<file path="config.mk">
export PLATFORM = sky130hd
export DESIGN_NAME = hls_run_controller
export DESIGN_NICKNAME = d
export VERILOG_FILES = /design/src/rtl/hls_run_pkg.sv /design/src/rtl/hls_cycle_counter.sv /design/src/rtl/hls_run_controller.sv
export SDC_FILE = /design/constraint.sdc
export NUM_CORES = 1
export LEC_CHECK = 0
export BUFFER_PORTS_ARGS = -buffer_cell sky130_fd_sc_hd__buf_2
export CAP_MARGIN = 0
export CORE_MARGIN = 3
export CORE_UTILIZATION = 40
export CTS_CLUSTER_DIAMETER = 150
export DETAILED_ROUTE_END_ITERATION = 7
export HOLD_SLACK_MARGIN = 0.1
export PLACE_DENSITY = 0.56
export SETUP_SLACK_MARGIN = 0.15
export SLEW_MARGIN = 40
export SYNTH_ARGS = -nofsm -noshare
export SYNTH_HDL_FRONTEND = slang
export SYNTH_SLANG_ARGS = --single-unit
export TNS_END_PERCENT = 30
</file>
<file path="constraint.sdc">
create_clock -name clock -period 4.3 [get_ports clock]
set_input_delay 0.43 -clock clock [delete_from_list [all_inputs] [get_ports clock]]
set_output_delay 0.43 -clock clock [all_outputs]
set_load 0.02 [all_outputs]
</file>
<file path="src/rtl/hls_run_pkg.sv">
// hls_run_pkg
// Shared types and constants for the HLS run sequencer.
//   run_state_t : sequencer state encoding
//   ST_OK / ST_TIMEOUT : values carried on res_status
//   DEF_* : default parameter values for the sequencer top
package hls_run_pkg;

   typedef enum logic [2:0] {
      S_IDLE,
      S_ACC_RST,
      S_START,
      S_WAIT,
      S_REPORT
   } run_state_t;

   localparam logic [1:0] ST_OK      = 2'd0;
   localparam logic [1:0] ST_TIMEOUT = 2'd1;

   localparam int          DEF_CNT_W      = 32;
   localparam int          DEF_ITER_W     = 16;
   localparam int unsigned DEF_TIMEOUT    = 200000000;
   localparam int          DEF_RST_CYCLES = 2;

endpackage

</file>
<file path="src/rtl/hls_cycle_counter.sv">
// hls_cycle_counter
// Latency counter for one accelerator run. Loads 1 on the edge that
// enters the start-pulse cycle, then counts up while enabled and
// saturates at LIMIT so it can never wrap.
//   clock, reset : rising-edge clock, async active-high reset
//   load         : force count to 1 on the next edge
//   enable       : count up on the next edge (ignored at LIMIT)
//   count        : current cycle count
//   at_limit     : count has reached LIMIT
module hls_cycle_counter #(
   parameter int          CNT_W = 32,
   parameter int unsigned LIMIT = 200000000
) (
   input  logic             clock,
   input  logic             reset,
   input  logic             load,
   input  logic             enable,
   output logic [CNT_W-1:0] count,
   output logic             at_limit
);

   localparam logic [CNT_W-1:0] LIMIT_V = CNT_W'(LIMIT);

   // Load wins over enable so a fresh run always restarts from 1.
   always_ff @(posedge clock or posedge reset) begin
      if (reset) begin
         count <= '0;
      end else if (load) begin
         count <= CNT_W'(1);
      end else if (enable && (count != LIMIT_V)) begin
         count <= count + CNT_W'(1);
      end
   end

   assign at_limit = (count == LIMIT_V);

endmodule

</file>
<file path="src/rtl/hls_run_controller.sv">
// hls_run_controller
// Run sequencer in front of a Bambu-generated accelerator. For each
// accepted command it performs N runs; every run resets the accelerator
// for RST_CYCLES cycles, pulses start, measures the cycles until done
// (bounded by TIMEOUT) and emits one result record on a valid/ready
// stream.
//   clock, reset             : rising-edge clock, async active-high reset
//   cmd_valid/cmd_ready      : command handshake, cmd_runs = run count
//   acc_reset                : accelerator reset, active low
//   acc_start_port           : one-cycle start pulse
//   acc_done_port            : accelerator completion pulse
//   res_valid/res_ready      : result record handshake
//   res_status/res_cycles/res_index : record contents
//   busy                     : sequencer is not idle
//   spurious_done            : sticky, done seen outside the wait phase
// RST_CYCLES must be at least 1.
module hls_run_controller
   import hls_run_pkg::*;
#(
   parameter int          CNT_W      = DEF_CNT_W,
   parameter int          ITER_W     = DEF_ITER_W,
   parameter int unsigned TIMEOUT    = DEF_TIMEOUT,
   parameter int          RST_CYCLES = DEF_RST_CYCLES
) (
   input  logic              clock,
   input  logic              reset,
   input  logic              cmd_valid,
   output logic              cmd_ready,
   input  logic [ITER_W-1:0] cmd_runs,
   output logic              acc_reset,
   output logic              acc_start_port,
   input  logic              acc_done_port,
   output logic              res_valid,
   input  logic              res_ready,
   output logic [1:0]        res_status,
   output logic [CNT_W-1:0]  res_cycles,
   output logic [ITER_W-1:0] res_index,
   output logic              busy,
   output logic              spurious_done
);

   localparam int RC_W = (RST_CYCLES > 1) ? $clog2(RST_CYCLES) : 1;

   run_state_t        state;
   logic [RC_W-1:0]   rst_cnt;
   logic [ITER_W-1:0] runs;
   logic [CNT_W-1:0]  count;
   logic              at_limit;
   logic              rst_last;
   logic              more_runs;

   assign rst_last  = (rst_cnt == RC_W'(RST_CYCLES - 1));
   // Widened by one bit so index+1 cannot overflow at the maximum run count.
   assign more_runs = (({1'b0, res_index} + (ITER_W + 1)'(1)) < {1'b0, runs});

   // Counter is loaded on the edge into START so the start cycle itself
   // reads 1; the value captured on done then equals k+1 for a done seen
   // k cycles after the start pulse.
   hls_cycle_counter #(
      .CNT_W (CNT_W),
      .LIMIT (TIMEOUT)
   ) u_counter (
      .clock    (clock),
      .reset    (reset),
      .load     ((state == S_ACC_RST) && rst_last),
      .enable   ((state == S_START) || (state == S_WAIT)),
      .count    (count),
      .at_limit (at_limit)
   );

   // Main sequencer. All outputs are registered and updated together with
   // the state so they always describe the state being entered.
   always_ff @(posedge clock or posedge reset) begin
      if (reset) begin
         state          <= S_IDLE;
         rst_cnt        <= '0;
         runs           <= '0;
         res_index      <= '0;
         cmd_ready      <= 1'b0;
         busy           <= 1'b0;
         acc_reset      <= 1'b0;
         acc_start_port <= 1'b0;
         res_valid      <= 1'b0;
         res_status     <= ST_OK;
         res_cycles     <= '0;
      end else begin
         case (state)
            S_IDLE: begin
               acc_reset <= 1'b1;
               if (cmd_valid && cmd_ready) begin
                  runs      <= (cmd_runs == '0) ? ITER_W'(1) : cmd_runs;
                  res_index <= '0;
                  rst_cnt   <= '0;
                  acc_reset <= 1'b0;
                  cmd_ready <= 1'b0;
                  busy      <= 1'b1;
                  state     <= S_ACC_RST;
               end else begin
                  cmd_ready <= 1'b1;
                  busy      <= 1'b0;
               end
            end
            S_ACC_RST: begin
               if (rst_last) begin
                  acc_reset      <= 1'b1;
                  acc_start_port <= 1'b1;
                  state          <= S_START;
               end else begin
                  rst_cnt <= rst_cnt + RC_W'(1);
               end
            end
            S_START: begin
               acc_start_port <= 1'b0;
               state          <= S_WAIT;
            end
            S_WAIT: begin
               // Done takes priority so a completion on the last allowed
               // cycle still reports OK.
               if (acc_done_port) begin
                  res_cycles <= count;
                  res_status <= ST_OK;
                  res_valid  <= 1'b1;
                  state      <= S_REPORT;
               end else if (at_limit) begin
                  res_cycles <= CNT_W'(TIMEOUT);
                  res_status <= ST_TIMEOUT;
                  res_valid  <= 1'b1;
                  state      <= S_REPORT;
               end
            end
            S_REPORT: begin
               if (res_ready) begin
                  res_valid <= 1'b0;
                  if (more_runs) begin
                     res_index <= res_index + ITER_W'(1);
                     rst_cnt   <= '0;
                     acc_reset <= 1'b0;
                     state     <= S_ACC_RST;
                  end else begin
                     cmd_ready <= 1'b1;
                     busy      <= 1'b0;
                     state     <= S_IDLE;
                  end
               end
            end
            default: begin
               state <= S_IDLE;
            end
         endcase
      end
   end

   // A done pulse outside the wait phase points at an accelerator or
   // integration problem; remember it until the next reset.
   always_ff @(posedge clock or posedge reset) begin
      if (reset) begin
         spurious_done <= 1'b0;
      end else if (acc_done_port && (state != S_WAIT)) begin
         spurious_done <= 1'b1;
      end
   end

endmodule

</file>
[Yosys cells after proc, flatten, opt, wreduce, memory -nomap -nowiden]
Cells that the tools add are included.
Storage, ports and cells
  register bits after elaboration: 108
  bits in latches: 0
  bits in writable memories: 0
  bits in read-only memories: 0
  bits of input ports: 21
  output and inout port bits: 56
  memories kept: 0
Operators by class
  add/sub/neg operators: 4
  multipliers: 0
  divide/modulo/power cells: 0
  magnitude comparators: 1
  equal/unequal tests: 13
  shift operators: 0
  multiplexer cells: 38
  bitwise gates (word level): 0
  reduce and logical (&&, ||, !) cells: 22
Operator list (number)
  $mux 32: 4
  $mux 16: 4
  $add 32x1->32 const B: 1
  $eq 32x28->1 const B: 1
  $ne 32x28->1 const B: 1
  $pmux 16 s2: 1
  $add 16x1->17 const B: 1
  $lt 17x16->1: 1
  $add 16x1->16 const B: 1
  $logic_not 16->1: 1
  $reduce_and 4->1: 4
  $mux 1: 15
  $mux 3: 5
  $pmux 3 s5: 1
  $ne 2x2->1 const B: 5
  $reduce_bool 2->1: 5
  $pmux 1 s2: 4
  $eq 3x2->1 const B: 2
  $pmux 1 s3: 2
  $reduce_and 2->1: 3
  $reduce_and 3->1: 2
  $logic_and 1x1->1: 4
  $mux 2: 2
  $eq 3x1->1 const B: 1
  other kinds (7): 7

[Logic depth before layout (Yosys ltp)]
  depth in word-level cells: 5
  mapped depth: 14

[By module]
A second synthesis with hierarchy kept.
Unflattened totals
  cell total of the unflattened synthesis: 525
  area total of the unflattened synthesis: 5370.2 um^2
By module, submodules not included
  hls_run_controller: instances 1, cells an instance 342, area an instance 3613.5 um^2
  hls_cycle_counter: instances 1, cells an instance 183, area an instance 1756.7 um^2

[Least setup slack after synthesis]
Ideal clock, no wire load.
  path type: register to register
  start point: register res_index[8]
  end point: register res_index[10]
  setup time: 126 ps
  arrival time: 3249 ps
  required time: 4174 ps
  setup slack: 925 ps
  stages on the path, launching flop included: 14
  buffers on the path: 2
  clock period less this slack: 3375 ps
  path through: dfrtp_1 buf_2 and4_1 nand4_1 nor2_1 nand3_1 xnor2_1 ha_1 nand4_1 or3_1 nor4_4 nor4b_4 buf_6 a221o_1
Between the ends
  cells in the longest elaborated chain, start to end: 4
  elaborated cells between the ends (all ways): 8
Ends and longest elaborated chain
  from (decl): RTL line hls_run_controller.sv:37  | output logic [ITER_W-1:0] res_index,
  from (signal assigned): RTL line hls_run_controller.sv:135  | res_index <= res_index + ITER_W'(1);
  $add 16x1->17 / $add 16x1->16 (equally long branches): RTL line hls_run_controller.sv:54, hls_run_controller.sv:135
  $lt 17x16->1 / $mux 16 (equally long branches): RTL line hls_run_controller.sv:54, hls_run_controller.sv:134
  $ne 2x2->1 (no source line) / $mux 16 (equally long branches)
  $reduce_and 4->1 (no source line) / $pmux 16 s2 (equally long branches)
Several ways; a longest one is shown, not always the timed one. The select of a mux whose other input is x is not followed.
A chain may end at the register's enable or synchronous reset.

[Final worst setup path]
  start point: register res_index[8]
  end point: register res_index[11]
The elaborated chain is that of the path after synthesis.

==> flow_metrics.py <==
metrics = {
    "global_route": {
        "grt_max_degree": 83,
        "overflow": 0,
        "grt_first_pass_wirelength_um": 21400,
        "track_usage_pct": 18.5,
        "antenna_found_initial": 0,
        "grt_pass1_vias": 4137,
    },
    "floorplan": {
        "placement_rows": 41,
        "initial_core_util_pct": 41.6,
        "fp.dieW_um": 121,
        "fp.dieArea_mm2": 0.0147,
        "die_h_um": 121,
        "core_mm2": 0.0128,
        "pin_count": 77,
    },
    "route": {
        "final_antenna_net_count": 0,
        "drcViolationCount": 0,
        "wire_per_inst_um": 16.4,
        "drt_first_iter_violations": 343,
        "dr.pass1.iters": 4,
        "num_vias": 4127,
        "routed_wl_um": 12600,
        "vias_per_cell": 5.36,
    },
    "worst_setup_path": {
        "critPathKind": "flop to flop",
        "worst_setup_path_start_kind": "flop",
        "worst_ep_required_time_ns": 4.54,
        "crit_arrival_ns": 3.86,
        "critPathCaptureType": "flop",
        "regToRegSetupSlack_ns": 0.68,
        "cp_max_fo": 9,
    },
    "finish": {
        "layout-drive-gt1-share_pct": 18.1,
        "antenna_cells": 0,
        "area_delta_synth_final_pct": 15.3,
        "nNetsFinal": 632,
        "ff_latch_area_mm2": 0.00268,
        "fin_util_pct": 47.9,
        "multiInputGateArea_mm2": 0.00243,
        "fillers": 1222,
    },
    "synthesis": {
        "ys_seq_area_share_pct": 50.4,
        "synth-async-reset-ratio_pct": 100,
        "syn-instance-count": 528,
        "yosysTopAreaCell": "dfrtp_1",
        "netlist.area_leader.share_pct": 50.4,
        "synth.avg_cell_area_um2": 10.1,
        "synth-seq-cells": 107,
        "ys.flop_type": "dfrtp_1",
        "yosysUniqueCellTypes": 53,
        "synth_edf_count": 0,
        "synth_area_mm2": 0.00531,
        "ys_top_cells_by_area": "dfrtp_1 50%, ha_1 4.2%, nor2_1 3.5%",
        "yosys_warnings": 0,
        "synth_nets": 567,
    },
    "clock_tree": {
        "clock_path_buffers": 2,
        "htree_levels": 3,
        "cts-resized-gates": 0,
        "root_buffer": "clkbuf_16",
        "ctsHoldBuffers": 0,
        "clkSinkCount": 107,
        "cts-buffers-inserted": 9,
        "path_clk_slew_ns": 0.07,
        "post-cts-setup-buffers": 0,
        "cts_tree": "done",
        "clk_latency_ns": 0.36,
    },
    "sta": {
        "slew_viol_final": 0,
        "finalHoldViolCount": 0,
        "hold_slack_ns": 0.180,
        "finalSetupViolations": 0,
        "slew_headroom_pct": 51.2,
        "post-route-period-util_pct": 84.2,
        "grt_setup_unrepaired": "false",
        "max_freq_mhz": 276,
        "tns_ns": 0,
        "fin_crit_ns": 3.62,
        "clock_skew_ns": 0.00902,
        "worst_slew_pin_slew_ns": 0.732,
    },
    "min_path": {
        "hold_class": "input port to asynchronous set/reset pin",
    },
    "pwr": {
        "p_leak_nw": 2.96,
        "ir_drop_mv": 0.236,
        "p_total_w": 0.00320,
        "p_per_area_mw_per_mm2": 523,
    },
    "placed_design": {
        "gp_congestion": 0.830,
        "dp.final_hpwl_um": 9030,
        "port_buffers": 75,
    },
    "status": {
        "status": "finished clean",
    },
    "flow_run": {
        "drv_cap": 0,
    },
}
==> cell usage after synthesis, types with 6 or more instances <==
master / count
o22a_1: 11
buf_2: 7
o21ai_0: 29
nand2_1: 46
nand4_1: 18
nor2_1: 50
nand3_1: 33
a21oi_1: 13
clkbuf_1: 16
nor3_1: 7
and3_1: 15
nor4_1: 9
a22o_1: 21
ha_1: 18
and4_1: 6
dfrtp_1: 107
xnor2_1: 18
inv_1: 24
xor2_1: 21
a221o_1: 9
==> cells in the final DEF (no fill, tap or decap), types with 4 or more instances in the layout <==
master     synthesis  routed
clkbuf_16          0       9
buf_2              7      75
inv_1             24      23
o21ai_0           29      29
nor3_1             7       7
and3_1            15      14
o22a_1            11      11
xnor2_1           18      18
ha_1              18      18
a221o_1            9       9
nor2b_1            4       4
dfrtp_1          107     107
a21oi_1           13      13
nor2_1            50      50
and4_1             6       6
nand3_1           33      32
xor2_1            21      21
nand2_1           46      46
a22o_1            21      21
or3_1              4       4
nor4_1             9       8
buf_4              2       6
a21o_1             4       4
nand4_1           18      18
==> sequential cells by signal (all words and copies together) (netlist names) <==
signal,flops
state,3
acc_start_port,1
rst_cnt,1
u_counter.count,32
spurious_done,1
res_status,1
cmd_ready,1
res_index,16
busy,1
res_valid,1
acc_reset,1
res_cycles,32
runs,16
==> worst max-delay path: stages (launching register included) <==
cell	delay, ns
dfrtp_1	0.51
and4_1	0.30
nand4_1	0.16
nor2_1	0.25
nand3_1	0.16
xnor2_1	0.17
ha_1	0.34
nand4_1	0.13
or3_1	0.45
nor4_4	0.38
nor4b_4	0.13
buf_4	0.20
a221o_1	0.32
==> through the flow <==
| step | cell area [um2] | setup WS, ns | cells |
|---|---|---|---|
| after floorplan | 5310 | 0.925 | 528 |
| after global placement | 5810 | 0.274 | 752 |
| after detailed placement | 5830 | 0.692 | 754 |
| after CTS | 6120 | 0.680 | 770 |
| after global routing | 6120 | 0.390 | 770 |
| final | 6120 | 0.678 | 770 |
==> path summary, 6_finish.rpt <==
| check | cells after the start | endpoint | from |
|---|---|---|---|
| min in group clock | 3 | runs[10] | cmd_runs[10] |
| worst min-delay path | 2 | res_cycles[1] | reset |
| worst min register to register | 1 | spurious_done | spurious_done |
| worst max register to register | 12 | res_index[11] | res_index[8] |
| max in group asynchronous | 3 | runs[3] | reset |
| worst max-delay path | 12 | res_index[11] | res_index[8] |
==> layer usage <==
metal / routed length, um / track usage (%) / vias up
met5: 0 / 0 / -
met4: 297 / 6.58 / 0
met3: 563 / 4.99 / 25
met2: 6150 / 30.2 / 94
met1: 5600 / 23.9 / 1993
li1: - / - / 2015
==> final cells by class <==
cell class                 instances  share of cell area [%]
tap                              172                    3.52
clock inverter                     5                   0.736
sequential                       107                    43.7
inverter                          24                    1.55
multi-input combinational        370                    39.6
clock buffer                      11                    3.96
timing repair buffer              81                    6.87
==> kinds of logic after synthesis <==
group	share of synthesized area (%)
simple gates	20.5
flops	50.4
compound gates	13.6
buf+inv	4.08
xor+xnor	6.44
fa+ha+maj	4.24
mux	0.636
other cells	0.0707
==> power by group <==
part	switching, W	total [W]	internal (W)
sequential	0.000169	0.00140	0.00123
clock	0.000401	0.000819	0.000418
combinational	0.000633	0.000989	0.000355
total	0.00120	0.00320	0.00200
(Power assumes the default switching activity.)
